===== src/rtl/score_display_if.sv =====
// score_display_if: request/result bundle (start, score, busy, done, overflow, bcd, hex) between score source and display driver
interface score_display_if #(
  parameter int BIN_W  = 8,
  parameter int DIGITS = 3
);
  logic                  start;
  logic [BIN_W-1:0]      score;
  logic                  busy;
  logic                  done;
  logic                  overflow;
  logic [4*DIGITS-1:0]   bcd;
  logic [7*DIGITS-1:0]   hex;
  modport master (output start, score, input busy, done, overflow, bcd, hex);
  modport slave  (input start, score, output busy, done, overflow, bcd, hex);
endinterface


===== src/rtl/score_display_seq.sv =====
// score_display_seq: iterative binary-to-BCD converter with registered active-low 7-segment outputs (clk, reset, bus: start/score in; busy/done/overflow/bcd/hex out)
module score_display_seq #(
  parameter int BIN_W    = 8,
  parameter int DIGITS   = 3,
  parameter int BLANK_LZ = 1
) (
  input logic             clk,
  input logic             reset,
  score_display_if.slave  bus
);
  localparam int AW = 4*DIGITS + 4;
  localparam int CW = $clog2(BIN_W + 1);
  typedef enum logic [1:0] {IDLE, SHIFT, LOAD} state_t;
  state_t state, state_n;
  logic [BIN_W-1:0]    shreg, pend_val;
  logic [AW-1:0]       acc, adj;
  logic [CW-1:0]       cnt;
  logic                pend, sticky, take, ov, z;
  logic [4*DIGITS-1:0] dig;
  logic [7*DIGITS-1:0] hx;
  function automatic logic [6:0] seg(input logic [3:0] d);
    case (d)
      4'd0: seg = 7'h40;
      4'd1: seg = 7'h79;
      4'd2: seg = 7'h24;
      4'd3: seg = 7'h30;
      4'd4: seg = 7'h19;
      4'd5: seg = 7'h12;
      4'd6: seg = 7'h02;
      4'd7: seg = 7'h78;
      4'd8: seg = 7'h00;
      4'd9: seg = 7'h18;
      default: seg = 7'h7f;
    endcase
  endfunction
  // a pending request is served from IDLE without waiting for another start
  assign take = (state == IDLE) && (bus.start || pend);
  assign bus.busy = (state != IDLE) || pend || bus.done;
  always_comb begin
    state_n = state;
    case (state)
      IDLE:    state_n = take ? SHIFT : IDLE;
      SHIFT:   state_n = (cnt == CW'(BIN_W - 1)) ? LOAD : SHIFT;
      default: state_n = IDLE;
    endcase
  end
  always_comb begin
    adj = acc;
    for (int k = 0; k <= DIGITS; k++)
      adj[4*k+:4] = (acc[4*k+:4] >= 4'd5) ? acc[4*k+:4] + 4'd3 : acc[4*k+:4];
  end
  // sticky catches BCD bits lost off the top when BIN_W far exceeds DIGITS
  always_comb begin
    ov = sticky || (acc[AW-1-:4] != 4'd0);
    z = 1'b1;
    dig = '0;
    hx = '0;
    for (int k = DIGITS - 1; k >= 0; k--) begin
      z = z && (acc[4*k+:4] == 4'd0);
      dig[4*k+:4] = ov ? 4'h9 : acc[4*k+:4];
      hx[7*k+:7] = ((BLANK_LZ != 0) && z && (k != 0) && !ov) ? 7'h7f : seg(dig[4*k+:4]);
    end
  end
  always_ff @(posedge clk) begin
    if (reset) begin
      state <= IDLE;
      shreg <= '0;
      acc <= '0;
      cnt <= '0;
      sticky <= 1'b0;
      pend <= 1'b0;
      pend_val <= '0;
      bus.done <= 1'b0;
      bus.overflow <= 1'b0;
      bus.bcd <= '0;
      for (int k = 0; k < DIGITS; k++)
        bus.hex[7*k+:7] <= ((k > 0) && (BLANK_LZ != 0)) ? 7'h7f : 7'h40;
    end else begin
      state <= state_n;
      bus.done <= (state == LOAD);
      if (take) begin
        shreg <= pend ? pend_val : bus.score;
        acc <= '0;
        cnt <= '0;
        sticky <= 1'b0;
      end
      if (bus.start && ((state != IDLE) || pend)) begin
        pend <= 1'b1;
        pend_val <= bus.score;
      end else if (take) begin
        pend <= 1'b0;
      end
      if (state == SHIFT) begin
        acc <= {adj[AW-2:0], shreg[BIN_W-1]};
        shreg <= shreg << 1;
        cnt <= cnt + CW'(1);
        sticky <= sticky || adj[AW-1];
      end
      if (state == LOAD) begin
        bus.overflow <= ov;
        bus.bcd <= dig;
        bus.hex <= hx;
      end
    end
  end
endmodule


===== src/flat_wrapper.sv =====
// flat-port wrapper written by rule: the top's interface ports become plain ports
module score_display_seq_flat 
#(
  parameter int BIN_W    = 8,
  parameter int DIGITS   = 3,
  parameter int BLANK_LZ = 1
)
  (clk, reset, bus_start, bus_score, bus_busy, bus_done, bus_overflow, bus_bcd, bus_hex);
  score_display_if #(.BIN_W(BIN_W), .DIGITS(DIGITS)) bus_i ();
  input logic clk;
  input logic reset;
  input wire logic [$bits(bus_i.start)-1:0] bus_start;
  input wire logic [$bits(bus_i.score)-1:0] bus_score;
  output wire logic [$bits(bus_i.busy)-1:0] bus_busy;
  output wire logic [$bits(bus_i.done)-1:0] bus_done;
  output wire logic [$bits(bus_i.overflow)-1:0] bus_overflow;
  output wire logic [$bits(bus_i.bcd)-1:0] bus_bcd;
  output wire logic [$bits(bus_i.hex)-1:0] bus_hex;
  assign bus_i.start = bus_start;
  assign bus_i.score = bus_score;
  assign bus_busy = bus_i.busy;
  assign bus_done = bus_i.done;
  assign bus_overflow = bus_i.overflow;
  assign bus_bcd = bus_i.bcd;
  assign bus_hex = bus_i.hex;
  score_display_seq #(.BIN_W(BIN_W), .DIGITS(DIGITS), .BLANK_LZ(BLANK_LZ)) u_core (.clk(clk), .reset(reset), .bus(bus_i));
endmodule

===== config.mk =====
export PLATFORM = sky130hd
export DESIGN_NAME = score_display_seq_flat
export DESIGN_NICKNAME = d
export VERILOG_FILES = /design/src/rtl/score_display_if.sv /design/src/rtl/score_display_seq.sv /design/src/flat_wrapper.sv
export SDC_FILE = /design/constraint.sdc
export NUM_CORES = 1
export LEC_CHECK = 0
export ABC_AREA = 0
export BUFFER_PORTS_ARGS = -buffer_cell sky130_fd_sc_hd__clkbuf_2
export CAP_MARGIN = 20
export CORE_AREA = 2 2 69 121
export CTS_CLUSTER_DIAMETER = 60
export DETAILED_ROUTE_END_ITERATION = 10
export DIE_AREA = 0 0 71 123
export MAX_ROUTING_LAYER = met4
export PLACE_DENSITY = 0.78
export SETUP_SLACK_MARGIN = 0.3
export SYNTH_ARGS = -nofsm -noshare
export SYNTH_HDL_FRONTEND = slang
export SYNTH_SLANG_ARGS = --single-unit
export TNS_END_PERCENT = 20

===== constraint.sdc =====
create_clock -name clk -period 6.7 [get_ports clk]
set_clock_uncertainty 0.2 [all_clocks]
set_input_delay 0.67 -clock clk [delete_from_list [all_inputs] [get_ports clk]]
set_output_delay 0.67 -clock clk [all_outputs]
set_load 0.01 [all_outputs]

==> flow_summary.ini, run 1 <==
[synth]
synth_top_family_by_area = compound AO/OA/AOI/OAI gates
ys_warn_count = 0
synth-main-ff-cell = dfxtp_1
postSynthNetCount = 476
synth_top_area_cell = dfxtp_1
ys_async_sr_fraction_pct = 0
yosys.area.top_type_share_pct = 39.5
syn-instance-count = 438
yosys_register_bits = 75
synth-simple-area-share_pct = 17.4
synth_compound_area_share_pct = 20.9
synthTopCellsByCount = 75 x dfxtp_1, 41 x nand2_1, 39 x a21oi_1
synthMuxAreaShare_pct = 6.32
synth_area_leaders = dfxtp_1 39%, ha_1 8.9%, a21oi_1 5.1%
synth_area_um2 = 3800
ys_seq_area_share_pct = 39.5
avgSynthCellArea_um2 = 8.68
synth-edff-count = 0
synthAdderAreaFrac_pct = 8.88
synth_cell_types = 47
synth-xor-area-share_pct = 1.38
synth.most_common_cell = dfxtp_1

[worst_setup_path]
worst-r2r-cell-count = 9
crit_arrival_ps = 3160
start_kind = flip-flop
r2r-end = u_core.bus.hex[6]
cp_max_fo = 18
cp.required_ps = 6720
path_buf_inv = 2
crit_family = simple AND/OR/NAND/NOR gates
critical-path-slowest-cell = or4b_1
cp_slowest_stage_delay_ps = 790
timing.rr.start = u_core.acc[12]
cp_cell_sequence = inv_1, ha_1, or4b_1, nor2_1, inv_1, ha_1, o21ai_0, o21ai_0, a221o_1
worstSetupEndpointType = flip-flop
rrSetupSlack_ps = 3560
worstSetupPathType = flip-flop to flip-flop

[worst_hold_path]
whs_endpoint = u_core.shreg[4]
hold_depth = 2
min_from = u_core.shreg[4]
hold_class = flip-flop to flip-flop

[final_layout]
multi_input_area_um2 = 2090
fin_nets = 507
fillers = 659
regArea_um2 = 1500
area_delta_synth_final_pct = 15.6
drive_gt1_share_pct = 17.1
final_area_um2 = 4400
antenna_cells = 0

[run_status]
status = finished clean

[clock_network]
clk_pin_slew_ps = 60
post_cts_buffers = 0
cts.sinks = 75
cts_tree = done
htree_levels = 3
cts_buffers = 9
clk_latency_ps = 340
clockBufferDepth = 2
root_buffer = clkbuf_16
post_cts_resized = 0
ctsHoldBuffers = 0

[floorplanning]
rows = 43
core_um2 = 7800
die_w_um = 71
die_h_um = 123
die_area_um2 = 8730
initial_core_util_pct = 48.7
pin_count = 47

[sta]
whs_ps = 257
period_needed_ps = 3140
tns_ps = 0
finalCritPeriodShare_pct = 46.8
drv_slew = 0
max-slew-margin-rel_pct = 37.1
fmax_ghz = 0.319
worst_pin_slew_ps = 937
fin_ws_ps = 3560
hold_viol = 0
setup_viol = 0
rsz0062_at_grt = no

[routing]
drtAntennaViolNets = 0
firstDrtPassIters = 5
drc_errors = 0
first_iter_violations = 254
num_vias = 3244
routed_via_density = 5.76
wl_mm = 8.66
wire_per_inst_um = 15.4

[placement]
numPortBuffers = 46
gp_congestion = 0.867
dp_slack_ps = 3680
dpl-instance-area_um2 = 4050
dp_hpwl_mm = 6.04

[global_routing]
grtUsageTotal_pct = 20.9
grt_pass1_vias = 3040
grt_max_degree = 58
grt_pass1_wl_mm = 14.2
overflow = 0
antenna_found_initial = 0

[power]
peakVddDrop_mv = 0.152
total_power_mw = 1.07
p_leak_nw = 1.84
power_per_cell_area_nw_per_um2 = 243

[run]
maxCapViolCount = 0
-- cell type report --
type                       count  share of cell area, %
timing repair buffer          51                   6.09
multi-input combinational    310                   47.5
tap                           90                   2.56
sequential                    75                   34.2
clock buffer                  11                   5.52
inverter                      22                   1.88
clock inverter                 4                   2.25
-- power by group --
part / switching, mW / internal, mW / total, mW
sequential: 0.00765 / 0.455 / 0.463
combinational: 0.0348 / 0.0212 / 0.0561
clock: 0.179 / 0.372 / 0.551
total: 0.221 / 0.849 / 1.07
-- how the worst max path moves through the flow --
stage | from | endpoint | slack [ps] | depth (start not counted)
after global routing | u_core.acc[12] | u_core.bus.hex[6] | 3290 | 9
final | u_core.acc[12] | u_core.bus.hex[6] | 3560 | 9
after floorplan | u_core.acc[12] | u_core.bus.hex[6] | 4040 | 11
after CTS | u_core.acc[12] | u_core.bus.hex[6] | 3580 | 9
after detailed placement | u_core.acc[12] | u_core.bus.hex[6] | 3680 | 9
after global placement | u_core.acc[12] | u_core.bus.hex[3] | 3800 | 9
-- cells by family (layout without fill, tap and decap cells) --
logic type,Yosys count,count (layout)
AND/OR/NAND/NOR,137,137
XOR/XNOR,6,6
multiplexers,23,23
AO/OA/AOI/OAI,117,117
adder cells (fa/ha/maj),27,27
flip-flops,75,75
buffers and inverters,53,88
-- tightest hold or removal path, stage by stage, from the launching register on --
cell and delay (ps):
dfxtp_1 310, nand2_1 50, a21oi_1 50
-- cell usage in the layout, fill, tap and decap left out, types with 2 or more instances in the layout --
master,instances
clkbuf_16,9
a22oi_1,14
or2_2,2
nor2_1,37
and2_1,3
clkbuf_2,46
dfxtp_1,75
nand2_1,41
xor2_1,2
a32oi_1,5
nor2b_1,3
a2111oi_0,3
inv_1,22
or3_1,4
bufinv_16,3
nand3_1,13
o21ai_0,27
o31ai_1,2
mux2_2,8
nand2b_1,10
a22o_1,8
nor3b_1,2
ha_1,27
nor3_1,11
o211ai_1,3
a21oi_1,39
buf_4,5
nand3b_1,2
a2111oi_4,2
xnor2_1,4
nor3_2,2
o32a_1,5
mux2i_1,15
a211oi_1,4
-- flip-flops by register name, summed over array words and instances, names as in the netlist --
register             cells
u_core.bus.done          1
u_core.bus.hex          21
u_core.shreg             8
u_core.pend_val          8
u_core.acc              16
u_core.sticky            1
u_core.bus.overflow      1
u_core.bus.bcd          12
u_core.state             2
u_core.cnt               4
u_core.pend              1
-- through the flow --
step	instances	utilization [%]
final	563	56.3
after global routing	563	56.3
after CTS	563	56.3
after detailed placement	548	52.0
after global placement	548	52.0
after floorplan	438	-
-- layer usage --
layer	up-vias	track usage, %	routed length, um
li1	1606	-	-
met1	1529	21.4	3340
met2	83	36.4	4640
met3	26	5.13	325
met4	0	11.4	348
met5	-	-	0
(Power assumes the default switching activity.)
==> run 2, diff against run 1 <==
Settings changed: ABC_AREA 0 to 1, PLACE_DENSITY 0.78 to 0.81.
Clock period 6.7 ns to 2.6 ns, I/O delays scaled along.
==> flow_summary.ini, run 2 <==
[final_layout]
fillers = 670
fin_nets = 612
final_cells = 669
area_delta_synth_final_pct = 20.8
reg_top3 = u_core.bus.hex (21), u_core.acc (16), u_core.bus.bcd (12)
final_util_pct = 58.7
regArea_um2 = 1500
final_cell_mix = 91 x nand2_1, 75 x dfxtp_1, 52 x a21oi_1
final_area_um2 = 4580
drive_gt1_share_pct = 18.7
antenna_cells = 0
largest_register_ffs = 21
layout_commonest_cell = nand2_1
multi_input_area_um2 = 2010
largest_register = u_core.bus.hex

[floorplanning]
pin_count = 47
initial_core_util_pct = 48.6
core_um2 = 7800
die_area_um2 = 8730
die_h_um = 123
rows = 43
die_w_um = 71

[sta]
fin_ws_ps = 410
drv_slew = 0
period_needed_ps = 2190
worst_pin_slew_ps = 476
max-slew-margin-rel_pct = 68.2
finalCritPeriodShare_pct = 84.2
setup_viol = 0
whs_ps = 12.3
fmax_ghz = 0.457
hold_viol = 0
rsz0062_at_grt = yes
tns_ps = 0

[clock_network]
clk_pin_slew_ps = 60
cts_tree = done
htree_levels = 3
cts.sinks = 75
clk_latency_ps = 340
cts_buffers = 9
clockBufferDepth = 2
root_buffer = clkbuf_16

[power]
total_power_mw = 2.77
peakVddDrop_mv = 0.438
power_per_cell_area_nw_per_um2 = 604
p_leak_nw = 2.04

[synth]
synth_top_area_cell = dfxtp_1
ys_async_sr_fraction_pct = 0
synth_area_um2 = 3790
synth-main-ff-cell = dfxtp_1
postSynthNetCount = 554
synth_cell_types = 32
synth-edff-count = 0
yosys.area.top_type_share_pct = 39.6
avgSynthCellArea_um2 = 7.35
ys_seq_area_share_pct = 39.6
synth.most_common_cell = nand2_1
syn-instance-count = 516
ys_warn_count = 0
synth_area_leaders = dfxtp_1 40%, nand2_1 9.1%, ha_1 8.9%
synthTopCellsByCount = 92 x nand2_1, 75 x dfxtp_1, 52 x a21oi_1
yosys_register_bits = 75

[routing]
routed_via_density = 5.55
wl_met2_mm = 5.10
wl_met1_mm = 3.59
highest_layer = met4
firstDrtPassIters = 5
first_iter_violations = 261
drc_errors = 0
wire_per_inst_um = 14.1
wl_mm = 9.45
drtAntennaViolNets = 0
num_vias = 3715
wl_met3_um = 428

[worst_setup_path]
crit_arrival_ps = 2220
start_kind = flip-flop
r2r-end = u_core.bus.hex[10]
timing.rr.start = u_core.acc[12]
rrSetupSlack_ps = 410
worstSetupEndpointType = flip-flop
cp.required_ps = 2630
worst-r2r-cell-count = 13
crit_start = u_core.acc[12]
worstSetupPathType = flip-flop to flip-flop
cp_max_fo = 7

[worst_hold_path]
hold_class = primary input to flip-flop
whs_endpoint = u_core.pend_val[0]
hold_depth = 3
min_from = bus_score[0]

[global_routing]
grt_pass1_vias = 3418
grt_pass1_wl_mm = 15.0
grtUsageTotal_pct = 22.3
grt_max_degree = 27
antenna_found_initial = 0
overflow = 0

[placement]
gp_congestion = 0.920
numPortBuffers = 46
dp_hpwl_mm = 6.59
dpl-instance-area_um2 = 4090
dp_slack_ps = 108
place_inst = 639

[run]
maxCapViolCount = 0

[run_status]
status = finished clean
run 2: cell types whose count changed after synthesis, moves of 13 or more:
cell,previous run,this run
a21oi_1,39,52
mux2i_1,15,0
inv_1,22,48
nand2_1,41,92
clkbuf_1,25,11
o21ai_0,27,51
nand3_1,13,46
run 2: logic make-up after synthesis:
kind of cell    share of synthesized area, %
buf+inv                                 8.25
flops                                   39.6
fa+ha+maj                               8.91
compound gates                          19.6
simple gates                            23.2
xor+xnor                               0.462
run 2: layout make-up:
class	instances	share of cell area (%)
repair buffers	66	8.69
flip-flops and latches	75	32.8
well taps	90	2.46
inverters	58	4.81
clock buffers	11	5.52
multi-input cells	364	43.9
clock inverters	5	1.83
run 2: worst max-delay path by stage:
| stage | to | slack (ps) |
|---|---|---|
| 2_1_floorplan | u_core.bus.hex[20] | 410 |
| 3_3_place_gp | u_core.bus.hex[20] | 270 |
| 3_5_place_dp | u_core.bus.hex[20] | 110 |
| 4_1_cts | u_core.bus.hex[17] | 330 |
| 5_1_grt | u_core.bus.hex[17] | 220 |
| 6_report | u_core.bus.hex[10] | 410 |
run 2: routing by layer:
| metal | vias to the layer above | GRT usage, % |
|---|---|---|
| met1 | 1722 | 21.7 |
| met5 | - | - |
| li1 | 1839 | - |
| met2 | 122 | 40.1 |
| met4 | 0 | 12.4 |
| met3 | 32 | 5.05 |
run 2: what timing repair did:
item                                    4_1_cts  5_1_grt
hold buffers                                  7        0
gates resized for setup                       6        5
hold endpoints to repair                      7        0
setup buffers                                 1        6
pin swaps                                     1        2
endpoints found under the setup margin       13       11
run 2: power by group:
group          internal [mW]  switching, mW  total [mW]
Clock                  0.896          0.499        1.39
Combinational         0.0591          0.109       0.168
Sequential              1.18         0.0227        1.20
run 2: worst max-delay path: stages (launching register included):
cell and delay (ps):
dfxtp_1 340, inv_2 100, ha_1 170, inv_1 70
nor2_4 120, nand2_4 120, nor2_4 140, inv_1 100
ha_1 280, nand4_1 140, nand3_1 120, nand3_1 70
nand2_1 60, nand2_1 40
==> run 3, diff against run 2 <==
Clock period 2.6 ns to 1.85 ns, I/O delays scaled along.
==> flow_summary.ini, run 3 (synthesized netlist as in run 2, its figures left out) <==
[run_status]
status = finished with violations
violations = negative setup slack

[power]
p_sw_mw = 0.928
p_seq_share_pct = 41.3
p_leak_nw = 2.31
power.internal_mw = 3.17
pwr-share-clk_pct = 51.8
switching_share_pct = 22.7
power_per_cell_area_nw_per_um2 = 768
peakVddDrop_mv = 0.674
pwr-share-comb_pct = 6.9

[global_routing]
antenna_found_initial = 0
grt_max_degree = 27
grt_pass1_vias = 3921
grt_pass1_wl_mm = 17.8
overflow = 0
grtUsageTotal_pct = 26.6

[floorplanning]
core_um2 = 7800
initial_core_util_pct = 48.6
pin_count = 47
rows = 43
die_area_um2 = 8730
die_h_um = 123
die_w_um = 71

[routing]
first_iter_violations = 349
num_vias = 4088
wire_per_inst_um = 16.7
drc_errors = 0
routed_via_density = 5.77
firstDrtPassIters = 5
drtAntennaViolNets = 0
wl_mm = 11.8

[clock_network]
cts_buffers = 9
clk_latency_ps = 350
clockBufferDepth = 2
root_buffer = clkbuf_16
cts.sinks = 75
cts_tree = done
clk_pin_slew_ps = 60
htree_levels = 3

[final_layout]
fillers = 540
multi_input_area_um2 = 2390
largest_register_ffs = 21
final_util_pct = 68.3
reg_top3 = u_core.bus.hex (21), u_core.acc (16), u_core.bus.bcd (12)
drive_gt1_share_pct = 36.8
antenna_cells = 0
area_delta_synth_final_pct = 40.5
regArea_um2 = 1520
final_area_um2 = 5330
final_cell_mix = 78 x nand2_1, 65 x dfxtp_1, 50 x o21ai_0
largest_register = u_core.bus.hex
layout_commonest_cell = nand2_1
fin_nets = 652

[worst_hold_path]
hold_depth = 3
hold_class = primary input to flip-flop

[worst_setup_path]
cp.required_ps = 1870
worstSetupEndpointType = flip-flop
start_kind = flip-flop
cp_max_fo = 5
worstSetupPathType = flip-flop to flip-flop
worst-r2r-cell-count = 12
crit_arrival_ps = 2070

[placement]
dpl-instance-area_um2 = 4390
gp_congestion = 0.908
dp_slack_ps = -206
dp_hpwl_mm = 6.94
numPortBuffers = 46

[sta]
max-slew-margin-rel_pct = 77.9
fin_ws_ps = -197
worst_pin_slew_ps = 332
setup_viol = 20
hold_viol = 0
finalCritPeriodShare_pct = 111
fmax_ghz = 0.488
period_needed_ps = 2050
rsz0062_at_grt = yes
drv_slew = 0
tns_ps = -2000

[run]
maxCapViolCount = 0
-- run 3: cell types whose count changed in the layout (fill, tap and decap cells not counted), sizes merged --
cell         delta
dlygate4sd3     +1
buf            +39
inv             -1
clkinv          +1
bufinv          +1
clkinvlp        -1
-- run 3: critical path: stages (launching register included) --
cell,delay (ps)
dfxtp_2,320
inv_2,70
ha_4,140
inv_2,40
nor2_4,110
nand2_4,110
nor2_4,190
inv_4,70
ha_4,150
or2_4,250
nand2_2,70
o21a_1,140
nand2_1,60
-- run 3: final cells by class --
type                            count  share of cell area (%)
Clock inverter                      5                    2.02
Timing Repair Buffer              106                    13.6
Clock buffer                       11                    4.74
Multi-Input combinational cell    364                    44.8
Sequential cell                    75                    28.5
Inverter                           58                    4.30
Tap cell                           90                    2.11
-- run 3: power groups by stage --
stage	Sequential, mW	Combinational, mW	Clock [mW]
finish	1.69	0.283	2.12
global route	1.69	0.314	2.20
CTS	1.69	0.272	2.12
detailed placement	1.72	0.247	0
global placement	1.72	0.239	0
floorplan	1.72	0.171	0
-- run 3: metrics by stage --
stage | cells | power [mW] | hold slack [ps]
finish | 709 | 4.10 | 37.2
global placement | 674 | 1.96 | 226
floorplan | 516 | 1.89 | 128
detailed placement | 674 | 1.97 | 233
CTS | 704 | 4.08 | 11.7
global route | 709 | 4.20 | 60.7
-- run 3: final timing paths --
kind	startpoint	slack [ps]	endpoint
worst max register to register	u_core.acc[12]	-200	u_core.bus.hex[20]
worst min register to register	u_core.shreg[2]	270	u_core.shreg[2]
worst min-delay path	bus_start	40	u_core.state[0]
worst max-delay path	u_core.acc[12]	-200	u_core.bus.hex[20]
-- run 3: timing repair --
| action | 4_1_cts | 5_1_grt |
|---|---|---|
| pin swaps | 26 | 23 |
| resized for setup | 58 | 51 |
| setup buffers | 6 | 5 |
| hold buffers | 8 | 0 |
| setup endpoints to repair | 53 | 60 |
| hold endpoints to repair | 8 | 0 |
-- run 3: routing by layer --
layer | global-route usage (%) | wire length (um)
met5 | - | 0
met3 | 6.19 | 558
met2 | 49.7 | 6700
met1 | 24.5 | 4050
met4 | 14.2 | 521
